[config.mk]
export PLATFORM = sky130hd
export DESIGN_NAME = ts_channel_monitor
export DESIGN_NICKNAME = d
export VERILOG_FILES = /design/src/rtl/ts_pkg.sv /design/src/rtl/ts_activity_timer.sv /design/src/rtl/ts_channel_monitor.sv
export SDC_FILE = /design/constraint.sdc
export NUM_CORES = 1
export LEC_CHECK = 0
export CORE_ASPECT_RATIO = 0.75
export CORE_MARGIN = 1
export CORE_UTILIZATION = 45
export DETAILED_ROUTE_END_ITERATION = 6
export DONT_BUFFER_PORTS = 1
export GPL_ROUTABILITY_DRIVEN = 0
export PLACE_DENSITY_LB_ADDON = 0.2
export SLEW_MARGIN = 25
export SYNTH_ARGS = -nofsm -noshare
export SYNTH_HDL_FRONTEND = slang
export SYNTH_SLANG_ARGS = --single-unit
[constraint.sdc]
create_clock -name clk -period 6.1 [get_ports clk]
set_input_delay 0 -clock clk [delete_from_list [all_inputs] [get_ports clk]]
set_output_delay 0 -clock clk [all_outputs]
set_load 0.05 [all_outputs]
[src/rtl/ts_pkg.sv]
// Shared constants and types for the MPEG-2 TS channel monitor: sync/null
// markers, header byte offsets and the alignment FSM encoding.
package ts_pkg;

  localparam logic [7:0]  TS_SYNC_BYTE = 8'h47;
  localparam logic [12:0] TS_NULL_PID  = 13'h1FFF;

  // Byte offsets inside the 4-byte TS header
  localparam int TS_HDR_SYNC_OFS   = 0;
  localparam int TS_HDR_PID_HI_OFS = 1;
  localparam int TS_HDR_PID_LO_OFS = 2;
  localparam int TS_HDR_CC_OFS     = 3;

  typedef enum logic [1:0] {
    ST_HUNT   = 2'd0,
    ST_VERIFY = 2'd1,
    ST_LOCKED = 2'd2
  } ts_state_e;

  // Continuity counter only advances when the packet carries payload (AFC bit 0).
  function automatic logic [3:0] next_cc(input logic [3:0] last_cc, input logic [1:0] afc);
    return afc[0] ? last_cc + 4'd1 : last_cc;
  endfunction

endpackage

[src/rtl/ts_activity_timer.sv]
// Byte-activity watchdog: valid stays high while strobes keep arriving within
// TIMEOUT_CYC cycles; expire pulses on the cycle whose edge drops valid.
module ts_activity_timer #(
  parameter int TIMEOUT_CYC = 1024
) (
  input  logic clk,
  input  logic rstn,
  input  logic byte_strobe,
  output logic valid,
  output logic expire
);

  localparam int TW = $clog2(TIMEOUT_CYC + 1);
  localparam logic [TW-1:0] TIMEOUT_VAL = TW'(TIMEOUT_CYC);

  logic [TW-1:0] timer;
  logic [TW-1:0] timer_nxt;
  logic          seen;
  logic          valid_nxt;

  // NOTE: every always_comb output gets a default first so no path can infer a latch.
  always_comb begin
    timer_nxt = timer;
    if (byte_strobe) begin
      timer_nxt = '0;
    end else if (timer != TIMEOUT_VAL) begin
      timer_nxt = timer + TW'(1);
    end
    valid_nxt = (seen || byte_strobe) && (timer_nxt < TIMEOUT_VAL);
    expire    = valid && !valid_nxt;
  end

  // NOTE: sequential state uses non-blocking assignments so all registers update together.
  always_ff @(posedge clk or negedge rstn) begin
    if (!rstn) begin
      timer <= '0;
      seen  <= 1'b0;
      valid <= 1'b0;
    end else begin
      timer <= timer_nxt;
      seen  <= seen || byte_strobe;
      valid <= valid_nxt;
    end
  end

endmodule

[src/rtl/ts_channel_monitor.sv]
// Per-channel TS front-end: acquires and tracks 188-byte packet alignment,
// checks TEI and the continuity counter of one PID, and counts errors.
module ts_channel_monitor
  import ts_pkg::*;
#(
  parameter int          PKT_LEN     = 188,
  parameter int          LOCK_CNT    = 3,
  parameter int          UNLOCK_CNT  = 3,
  parameter int          TIMEOUT_CYC = 1024,
  parameter logic [12:0] MON_PID     = 13'h100
) (
  input  logic       clk,
  input  logic       rstn,
  input  logic [7:0] ts_data,
  input  logic       ts_byte_valid,
  input  logic       en_reset_counter,
  output logic       sync,
  output logic       valid,
  output logic [7:0] err_count
);

  localparam int PW = $clog2(PKT_LEN);
  localparam int GW = $clog2(LOCK_CNT + 1);
  localparam int MW = $clog2(UNLOCK_CNT + 1);
  localparam logic [PW-1:0] POS_LAST   = PW'(PKT_LEN - 1);
  localparam logic [PW-1:0] POS_PID_HI = PW'(TS_HDR_PID_HI_OFS);
  localparam logic [PW-1:0] POS_PID_LO = PW'(TS_HDR_PID_LO_OFS);
  localparam logic [PW-1:0] POS_CC     = PW'(TS_HDR_CC_OFS);
  localparam logic [PW-1:0] POS_SYNC   = PW'(TS_HDR_SYNC_OFS);

  ts_state_e     state;
  logic [PW-1:0] pos;
  logic [PW-1:0] pos_inc;
  logic [GW-1:0] good;
  logic [MW-1:0] miss;
  logic          tei;
  logic [12:0]   pid;
  logic [3:0]    last_cc;
  logic          cc_valid;
  logic          expire;

  logic is_sync_byte;
  logic cc_monitored;
  logic cc_mismatch;
  logic sync_miss;
  logic hdr_err;
  logic err_event;

  ts_activity_timer #(
    .TIMEOUT_CYC(TIMEOUT_CYC)
  ) u_timer (
    .clk        (clk),
    .rstn       (rstn),
    .byte_strobe(ts_byte_valid),
    .valid      (valid),
    .expire     (expire)
  );

  // Header checks use the PID/TEI captured from bytes 1-2 and the live byte 3.
  always_comb begin
    is_sync_byte = (ts_data == TS_SYNC_BYTE);
    pos_inc      = (pos == POS_LAST) ? '0 : pos + PW'(1);
    cc_monitored = (pid == MON_PID) && (pid != TS_NULL_PID);
    cc_mismatch  = cc_valid && (ts_data[3:0] != next_cc(last_cc, ts_data[5:4]));
    sync_miss    = ts_byte_valid && (state == ST_LOCKED) && (pos == POS_SYNC) && !is_sync_byte;
    hdr_err      = ts_byte_valid && (state == ST_LOCKED) && (pos == POS_CC) &&
                   (tei || (cc_monitored && cc_mismatch));
    err_event    = sync_miss || hdr_err;
  end

  always_ff @(posedge clk or negedge rstn) begin
    if (!rstn) begin
      state    <= ST_HUNT;
      sync     <= 1'b0;
      pos      <= '0;
      good     <= '0;
      miss     <= '0;
      tei      <= 1'b0;
      pid      <= '0;
      last_cc  <= '0;
      cc_valid <= 1'b0;
    end else if (expire) begin
      // Loss of byte activity invalidates alignment and CC history.
      state    <= ST_HUNT;
      sync     <= 1'b0;
      pos      <= '0;
      good     <= '0;
      miss     <= '0;
      cc_valid <= 1'b0;
    end else if (ts_byte_valid) begin
      pos <= pos_inc;
      case (state)
        ST_HUNT: begin
          if (is_sync_byte) begin
            state <= ST_VERIFY;
            good  <= GW'(1);
            pos   <= PW'(1);
          end else begin
            pos <= '0;
          end
        end

        ST_VERIFY: begin
          if (pos == POS_SYNC) begin
            if (!is_sync_byte) begin
              state <= ST_HUNT;
              good  <= '0;
              pos   <= '0;
            end else begin
              good <= good + GW'(1);
              if (good == GW'(LOCK_CNT - 1)) begin
                state <= ST_LOCKED;
                sync  <= 1'b1;
                miss  <= '0;
              end
            end
          end
        end

        ST_LOCKED: begin
          if (pos == POS_SYNC) begin
            if (is_sync_byte) begin
              miss <= '0;
            end else if (miss == MW'(UNLOCK_CNT - 1)) begin
              state    <= ST_HUNT;
              sync     <= 1'b0;
              pos      <= '0;
              miss     <= '0;
              cc_valid <= 1'b0;
            end else begin
              miss <= miss + MW'(1);
            end
          end else if (pos == POS_PID_HI) begin
            tei        <= ts_data[7];
            pid[12:8]  <= ts_data[4:0];
          end else if (pos == POS_PID_LO) begin
            pid[7:0] <= ts_data;
          end else if (pos == POS_CC && cc_monitored) begin
            last_cc  <= ts_data[3:0];
            cc_valid <= 1'b1;
          end
        end

        default: begin
          state <= ST_HUNT;
          sync  <= 1'b0;
          pos   <= '0;
        end
      endcase
    end
  end

  // A clear from main_control takes priority over a same-cycle error.
  always_ff @(posedge clk or negedge rstn) begin
    if (!rstn) begin
      err_count <= '0;
    end else if (en_reset_counter) begin
      err_count <= '0;
    end else if (err_event && (err_count != 8'hFF)) begin
      err_count <= err_count + 8'd1;
    end
  end

endmodule

Yosys cells after proc, flatten, opt, wreduce, memory -nomap -nowiden
Index checks and enable logic that the tools add are counted.

cells by class
  reductions and logical operators = 33
  multiplexer cells = 55
  magnitude comparators = 1
  $add $sub $neg = 6
  eq/ne operators = 27
  bitwise gates (word level) = 4

operator list
  operator               count
  $mux 8                 10
  $mux 2                 21
  $ne 3x3->1 const B     8
  $pmux 8 s3             1
  $mux 11                2
  $reduce_and 7->1       3
  $add 8x1->8 const B    2
  $eq 8x2->1 const B     2
  $mux 1                 16
  $eq 13x9->1 const B    1
  $ne 13x13->1 const B   1
  $logic_and 1x1->1      12
  $reduce_and 6->1       2
  $add 11x1->11 const B  1
  $lt 11x11->1 const B   1
  $ne 11x11->1 const B   1
  $ne 3x2->1 const B     3
  $reduce_bool 3->1      3
  $eq 8x1->1 const B     1
  $eq 8x7->1 const B     1
  $eq 8x8->1 const B     1
  $logic_not 8->1        1
  $ne 8x8->1 const B     1
  $pmux 2 s2             2
  18 further kinds       29

storage, ports and cells
  bits of input ports = 12
  output and inout bits = 10
  word-level logic and storage cells = 140
  flip-flop bits (word level) = 55

Depth between registers and ports, before layout
  depth after elaboration = 11
  depth in mapped cells = 7
  depth with buffers taken out = 7

Hierarchy
From an unflattened synthesis, not the netlist that was laid out.

second synthesis, totals
  cells, all modules = 300
  area total of the unflattened synthesis = 3,115.5 µm²

by module, submodules not included
  module              cells an instance  times used  area an instance (µm²)
  ts_channel_monitor  231                1           2,422.3
  ts_activity_timer   69                 1           693.2

Worst setup path before layout
No wires, ideal clock.

  path kind = register to register
  start = reg err_count[0]
  end = reg err_count[5]
  slack = 3.800 ns
  data required time = 5.975 ns
  arrival = 2.176 ns
  stages on the path, launching flop included = 7
  buffers on the path = 0
  period minus slack after synthesis = 2.300 ns
  setup time = 0.125 ns
  cells stage by stage = dfrtp_1 ha_1 and3_1 a2111oi_0 nand3_1 o22ai_1 mux2_2

on the way
  word-level cells in the longest chain between the ends = 3
  elaborated cells between the ends (all ways) = 6
  those cells by class = add/sub (1); eq/ne (1); mux (2); reduce/logical (2)

ends and longest elaborated chain
  what                                                RTL line                                              RTL
  start: declaration                                  ts_channel_monitor.sv:19                              output logic [7:0] err_count
  start signal: assignment                            ts_channel_monitor.sv:160                             err_count <= err_count + 8'd1;
  $add 8x1->8 / $ne 8x8->1 (equally long branches)    ts_channel_monitor.sv:160, ts_channel_monitor.sv:159
  $mux 8 / $logic_and 1x1->1 (equally long branches)  ts_channel_monitor.sv:159                             end else if (err_event && (err_count != 8'hFF)) begin
  $mux 8 / $reduce_bool 2->1 (equally long branches)  --

Parallel ways exist; a longest one is shown, timed or not. The select of a mux whose other input is x is not followed.
A chain may end at the register's enable or synchronous reset.

Final worst setup path
  start = reg pos[0]
  end = reg err_count[3]

on the way
  word-level cells in the longest chain between the ends = 6
  elaborated cells between the ends (all ways) = 9
  those cells by class = eq/ne (1); reduce/logical (8)

ends and longest elaborated chain
  what                                                       RTL line                                            RTL
  start: declaration                                         ts_channel_monitor.sv:32                            logic [PW-1:0] pos;
  start signal: assignment                                   ts_channel_monitor.sv:91                            pos <= pos_inc;
  $eq 8x2->1 / $logic_not 8->1 (equally long branches)       ts_channel_monitor.sv:66, ts_channel_monitor.sv:65
  $logic_and 1x1->1, on equally long branches (2 in series)  ts_channel_monitor.sv:66, ts_channel_monitor.sv:65
  $logic_or 1x1->1 (*)                                       ts_channel_monitor.sv:68                            err_event = sync_miss || hdr_err;
  $logic_and 1x1->1 (*)                                      ts_channel_monitor.sv:159
  $reduce_bool 2->1 (no source line) (*)                     --

Mark *: on every way between the ends. The rest lies on a longest branch, timed or not.

==> impl_table.tex <==
\begin{tabular}{lr}
\hline
Metric & Value \\
\hline
\multicolumn{2}{l}{\textbf{STA}} \\
Hold Vio Cnt, Final & 0 \\
Highest clock rate & 388 MHz \\
Setup total negative slack & 0 ns \\
Hold Worst Slack & 0.0335 ns \\
Worst slew pin tran & 0.687 ns \\
Final critical path time including I/O delays and setup & 2.58 ns \\
RSZ-0062 raised after global routing & no \\
Final worst clock skew & 0.0117 ns \\
Final Slew Violations & 0 \\
Number of setup violations in the final report & 0 \\
Share of the cycle needed by the critical path after routing & 0.422 \\
Slew margin rel. & 0.542 \\
\multicolumn{2}{l}{\textbf{Drt}} \\
Iteration-0 DRC Markers & 219 \\
DR vias/cell & 5.90 \\
Vias after detailed routing & 2614 \\
DRC Markers & 0 \\
Final antenna-violating net count & 0 \\
Router iterations before antenna repair & 4 \\
Wire length after detailed routing & 7400 um \\
Post-detailed-route wirelength per cell & 16.7 um \\
\multicolumn{2}{l}{\textbf{Synthesis}} \\
Net count after synthesis & 357 \\
Number of unique standard cell types used by synthesis & 66 \\
EDFF count, synth & 0 \\
Total number of yosys warnings & 0 \\
Number of register bits inferred by synthesis & 55 \\
Most common library cells after synthesis & sky130\_fd\_sc\_hd\_\_dfrtp\_1, sky130\_fd\_sc\_hd\_\_nor2\_1, sky130\_fd\_sc\_hd\_\_mux2\_2, sky130\_fd\_sc\_hd\_\_nand2\_1, sky130\_fd\_sc\_hd\_\_nand3\_1 \\
Syn Inst Count & 336 \\
Leading post-synthesis cells by cell area & sky130\_fd\_sc\_hd\_\_dfrtp\_1, sky130\_fd\_sc\_hd\_\_mux2\_2, sky130\_fd\_sc\_hd\_\_ha\_1 \\
Fraction of synthesized cell area taken by the top area cell type & 0.413 \\
Post-synthesis cell area & 0.00334 mm\^{}2 \\
Post-synth top area cell & sky130\_fd\_sc\_hd\_\_dfrtp\_1 \\
Share of synthesized registers carrying an async set or reset & 1.00 \\
Post-synthesis average cell area & 9.93 um\^{}2 \\
Top flip-flop cell by instance count after synthesis & sky130\_fd\_sc\_hd\_\_dfrtp\_1 \\
Dominant cell by count in the synthesized netlist & sky130\_fd\_sc\_hd\_\_dfrtp\_1 \\
Share of synthesized area occupied by flip-flops and latches & 0.413 \\
\multicolumn{2}{l}{\textbf{Setup path}} \\
Depth of the worst register-to-register path & 6 \\
Worst-case register-to-register setup slack & 3.52 ns \\
Capture instance of the worst register-to-register path & err\_count[3]\$\_DFFE\_PN0P\_ \\
Worst EP required & 6.31 ns \\
Slowest Stage Delay on Critical Path & 0.53 ns \\
Worst setup path class & reg -> reg \\
Critical path launch point type & flop \\
Cell type of the slowest stage on the worst timing path & sky130\_fd\_sc\_hd\_\_or4b\_1 \\
Critical Path End & err\_count[3]\$\_DFFE\_PN0P\_ \\
Sequence of cells on the critical path & ha\_1 > or4b\_1 > nor4\_4 > nand3\_1 > o21ai\_0 > mux2\_2 \\
R2R Path Start & pos[0]\$\_DFFE\_PN0N\_ \\
Critical Path Fanout Max & 8 \\
Worst setup path start & pos[0]\$\_DFFE\_PN0N\_ \\
Category of the worst setup path capture point & flop \\
Data arrival time of the critical path & 2.79 ns \\
\multicolumn{2}{l}{\textbf{Run}} \\
Max Cap Violations & 0 \\
\multicolumn{2}{l}{\textbf{Power and ir drop}} \\
Power density cells & 188 mW/mm\^{}2 \\
Clock network power share & 0.370 \\
Relative contribution of sequential cells to total power & 0.545 \\
Highest ir drop seen on vdd & 81.9 uV \\
Internal power contribution & 515 uW \\
Leakage power figure & 0.00153 uW \\
Relative contribution of combinational cells to total power & 0.086 \\
Switching fraction of total power & 0.252 \\
Net switching power figure & 174 uW \\
\multicolumn{2}{l}{\textbf{Global routing}} \\
Antenna violations before repair & 0 \\
First-pass GRT wire length & 12700 um \\
Overall global routing resource usage & 0.208 \\
Vias in the first global route & 2528 \\
Pin count of the biggest net entering global routing & 56 \\
Final global-route overflow total & 0 \\
\multicolumn{2}{l}{\textbf{Floorplanning}} \\
Core region area & 0.00699 mm\^{}2 \\
Initial Utilization & 0.477 \\
Die height & 76.6 um \\
DIE WIDTH & 101 um \\
Die Area & 0.00776 mm\^{}2 \\
Number of rows created at floorplan & 26 \\
Total I/O pin count & 22 \\
\multicolumn{2}{l}{\textbf{Run status}} \\
Outcome & finished, final reports clean \\
\multicolumn{2}{l}{\textbf{Worst hold path}} \\
HP Class & in -> reg \\
Hold path start & ts\_byte\_valid \\
Worst hold path stage count & 3 \\
\multicolumn{2}{l}{\textbf{CTS}} \\
Max Buffers Root-to-Sink & 2 \\
Buffer cell driving the clock tree root & sky130\_fd\_sc\_hd\_\_clkbuf\_8 \\
CTS clk-pin slew, worst paths & 0.10 ns \\
CTS Sinks & 55 \\
Inserted Clock Buffers & 5 \\
Clock latency on the worst-skew pair & 0.32 ns \\
Count of cells resized by post-cts repair & 0 \\
\# H-tree levels & 2 \\
Clock tree from TritonCTS & built \\
Setup Fix Bufs, Post-CTS & 0 \\
\multicolumn{2}{l}{\textbf{Layout}} \\
Layout fillers & 627 \\
Inserted Diodes & 0 \\
Relative area change from synthesis to final layout & 9.86\% \\
Sequential cell area & 0.00138 mm\^{}2 \\
Share of final-layout standard cells stronger than drive strength 1 & 0.151 \\
Post-layout nets & 365 \\
Area of combinational cells with multiple inputs & 0.00185 mm\^{}2 \\
\multicolumn{2}{l}{\textbf{Placed design}} \\
Number of port buffers & 0 \\
HPWL after detailed placement & 5100 um \\
\hline
\end{tabular}
## per-layer routing
metal,global-route usage,routed length (um)
met5,0,0
met4,0.0478,65
met3,0.0385,435
met2,0.286,3000
met1,0.331,3900
## power by group through the flow
stage	combinational [uW]	clock (uW)	sequential, uW
after global placement	39.1	0	382
after CTS	58.9	260	375
after floorplan	35.3	0	381
after global routing	66.0	272	376
after detailed placement	39.5	0	382
final	59.0	255	375
## worst max-delay path, delay by kind of cell, from the launching register on
kind	cells	cell delay [ns]
AOI/OAI and AO/OA	1	0.21
DFF	1	0.44
adders and majority gates	1	0.31
and+or+nand+nor	3	1.16
muxes	1	0.35
## worst min path at each step
| stage | endpoint |
|---|---|
| 5_1_grt | sync$_DFFE_PN0P_ |
| 2_1_floorplan | cc_valid$_DFFE_PN0P_ |
| 3_3_place_gp | err_count[5]$_DFFE_PN0P_ |
| 3_5_place_dp | err_count[5]$_DFFE_PN0P_ |
| 6_report | sync$_DFFE_PN0P_ |
| 4_1_cts | sync$_DFFE_PN0P_ |
## kinds of logic after synthesis
logic type / count (synthesis) / share of synthesized area
simple gates: 138 / 0.242
compound gates: 61 / 0.139
flops: 55 / 0.413
mux: 30 / 0.100
buf+inv: 28 / 0.0334
xor+xnor: 15 / 0.0394
fa+ha+maj: 9 / 0.0338
## cells in the final DEF (no fill, tap or decap), types with 3 or more instances in the layout
cell type	instances
sky130_fd_sc_hd__clkbuf_8	5
sky130_fd_sc_hd__nand4_1	6
sky130_fd_sc_hd__nor4_1	6
sky130_fd_sc_hd__nor3_1	10
sky130_fd_sc_hd__nor2b_1	8
sky130_fd_sc_hd__a21oi_1	9
sky130_fd_sc_hd__or3_1	4
sky130_fd_sc_hd__ha_1	9
sky130_fd_sc_hd__o21ai_0	10
sky130_fd_sc_hd__dlygate4sd3_1	11
sky130_fd_sc_hd__nor4b_1	4
sky130_fd_sc_hd__a31oi_1	3
sky130_fd_sc_hd__mux2i_1	3
sky130_fd_sc_hd__o31ai_1	3
sky130_fd_sc_hd__and3_1	7
sky130_fd_sc_hd__o21ai_1	3
sky130_fd_sc_hd__a2111oi_0	3
sky130_fd_sc_hd__nand3b_1	3
sky130_fd_sc_hd__o22ai_1	4
sky130_fd_sc_hd__nand3_1	19
sky130_fd_sc_hd__mux2_2	26
sky130_fd_sc_hd__nand2b_1	5
sky130_fd_sc_hd__nand2_1	20
sky130_fd_sc_hd__o211ai_1	3
sky130_fd_sc_hd__nor2_1	27
sky130_fd_sc_hd__xnor2_1	8
sky130_fd_sc_hd__inv_1	16
sky130_fd_sc_hd__dfrtp_1	55
sky130_fd_sc_hd__xor2_1	7
## metrics by stage
stage	power, uW	setup WS [ns]	utilization	area, um^2	cells
after CTS	694	3.55	0.524	3660	443
after global placement	421	3.61	0.488	3410	423
final	689	3.52	0.524	3660	443
after global routing	714	3.32	0.524	3660	443
after detailed placement	422	3.56	0.488	3410	423
after floorplan	416	3.80	-	3340	336
## state kept, by name, summed over array words and instances, names as in the netlist, 2 cells and up
signal	cells
err_count	8
u_timer.timer	11
state	2
last_cc	4
pos	8
good	2
miss	2
pid	13
## layout make-up
type / count / share of cell area
Tap cell: 98 / 0.0335
Timing Repair Buffer: 12 / 0.0376
Clock inverter: 3 / 0.0130
Multi-Input combinational cell: 253 / 0.504
Inverter: 17 / 0.0174
Clock buffer: 5 / 0.0188
Sequential cell: 55 / 0.376
## timing repair
item	4_1_cts	5_1_grt
hold buffers	12	0
hold endpoints to repair	97	0
endpoints found under the setup margin	0	0
(Power assumes the default switching activity.)
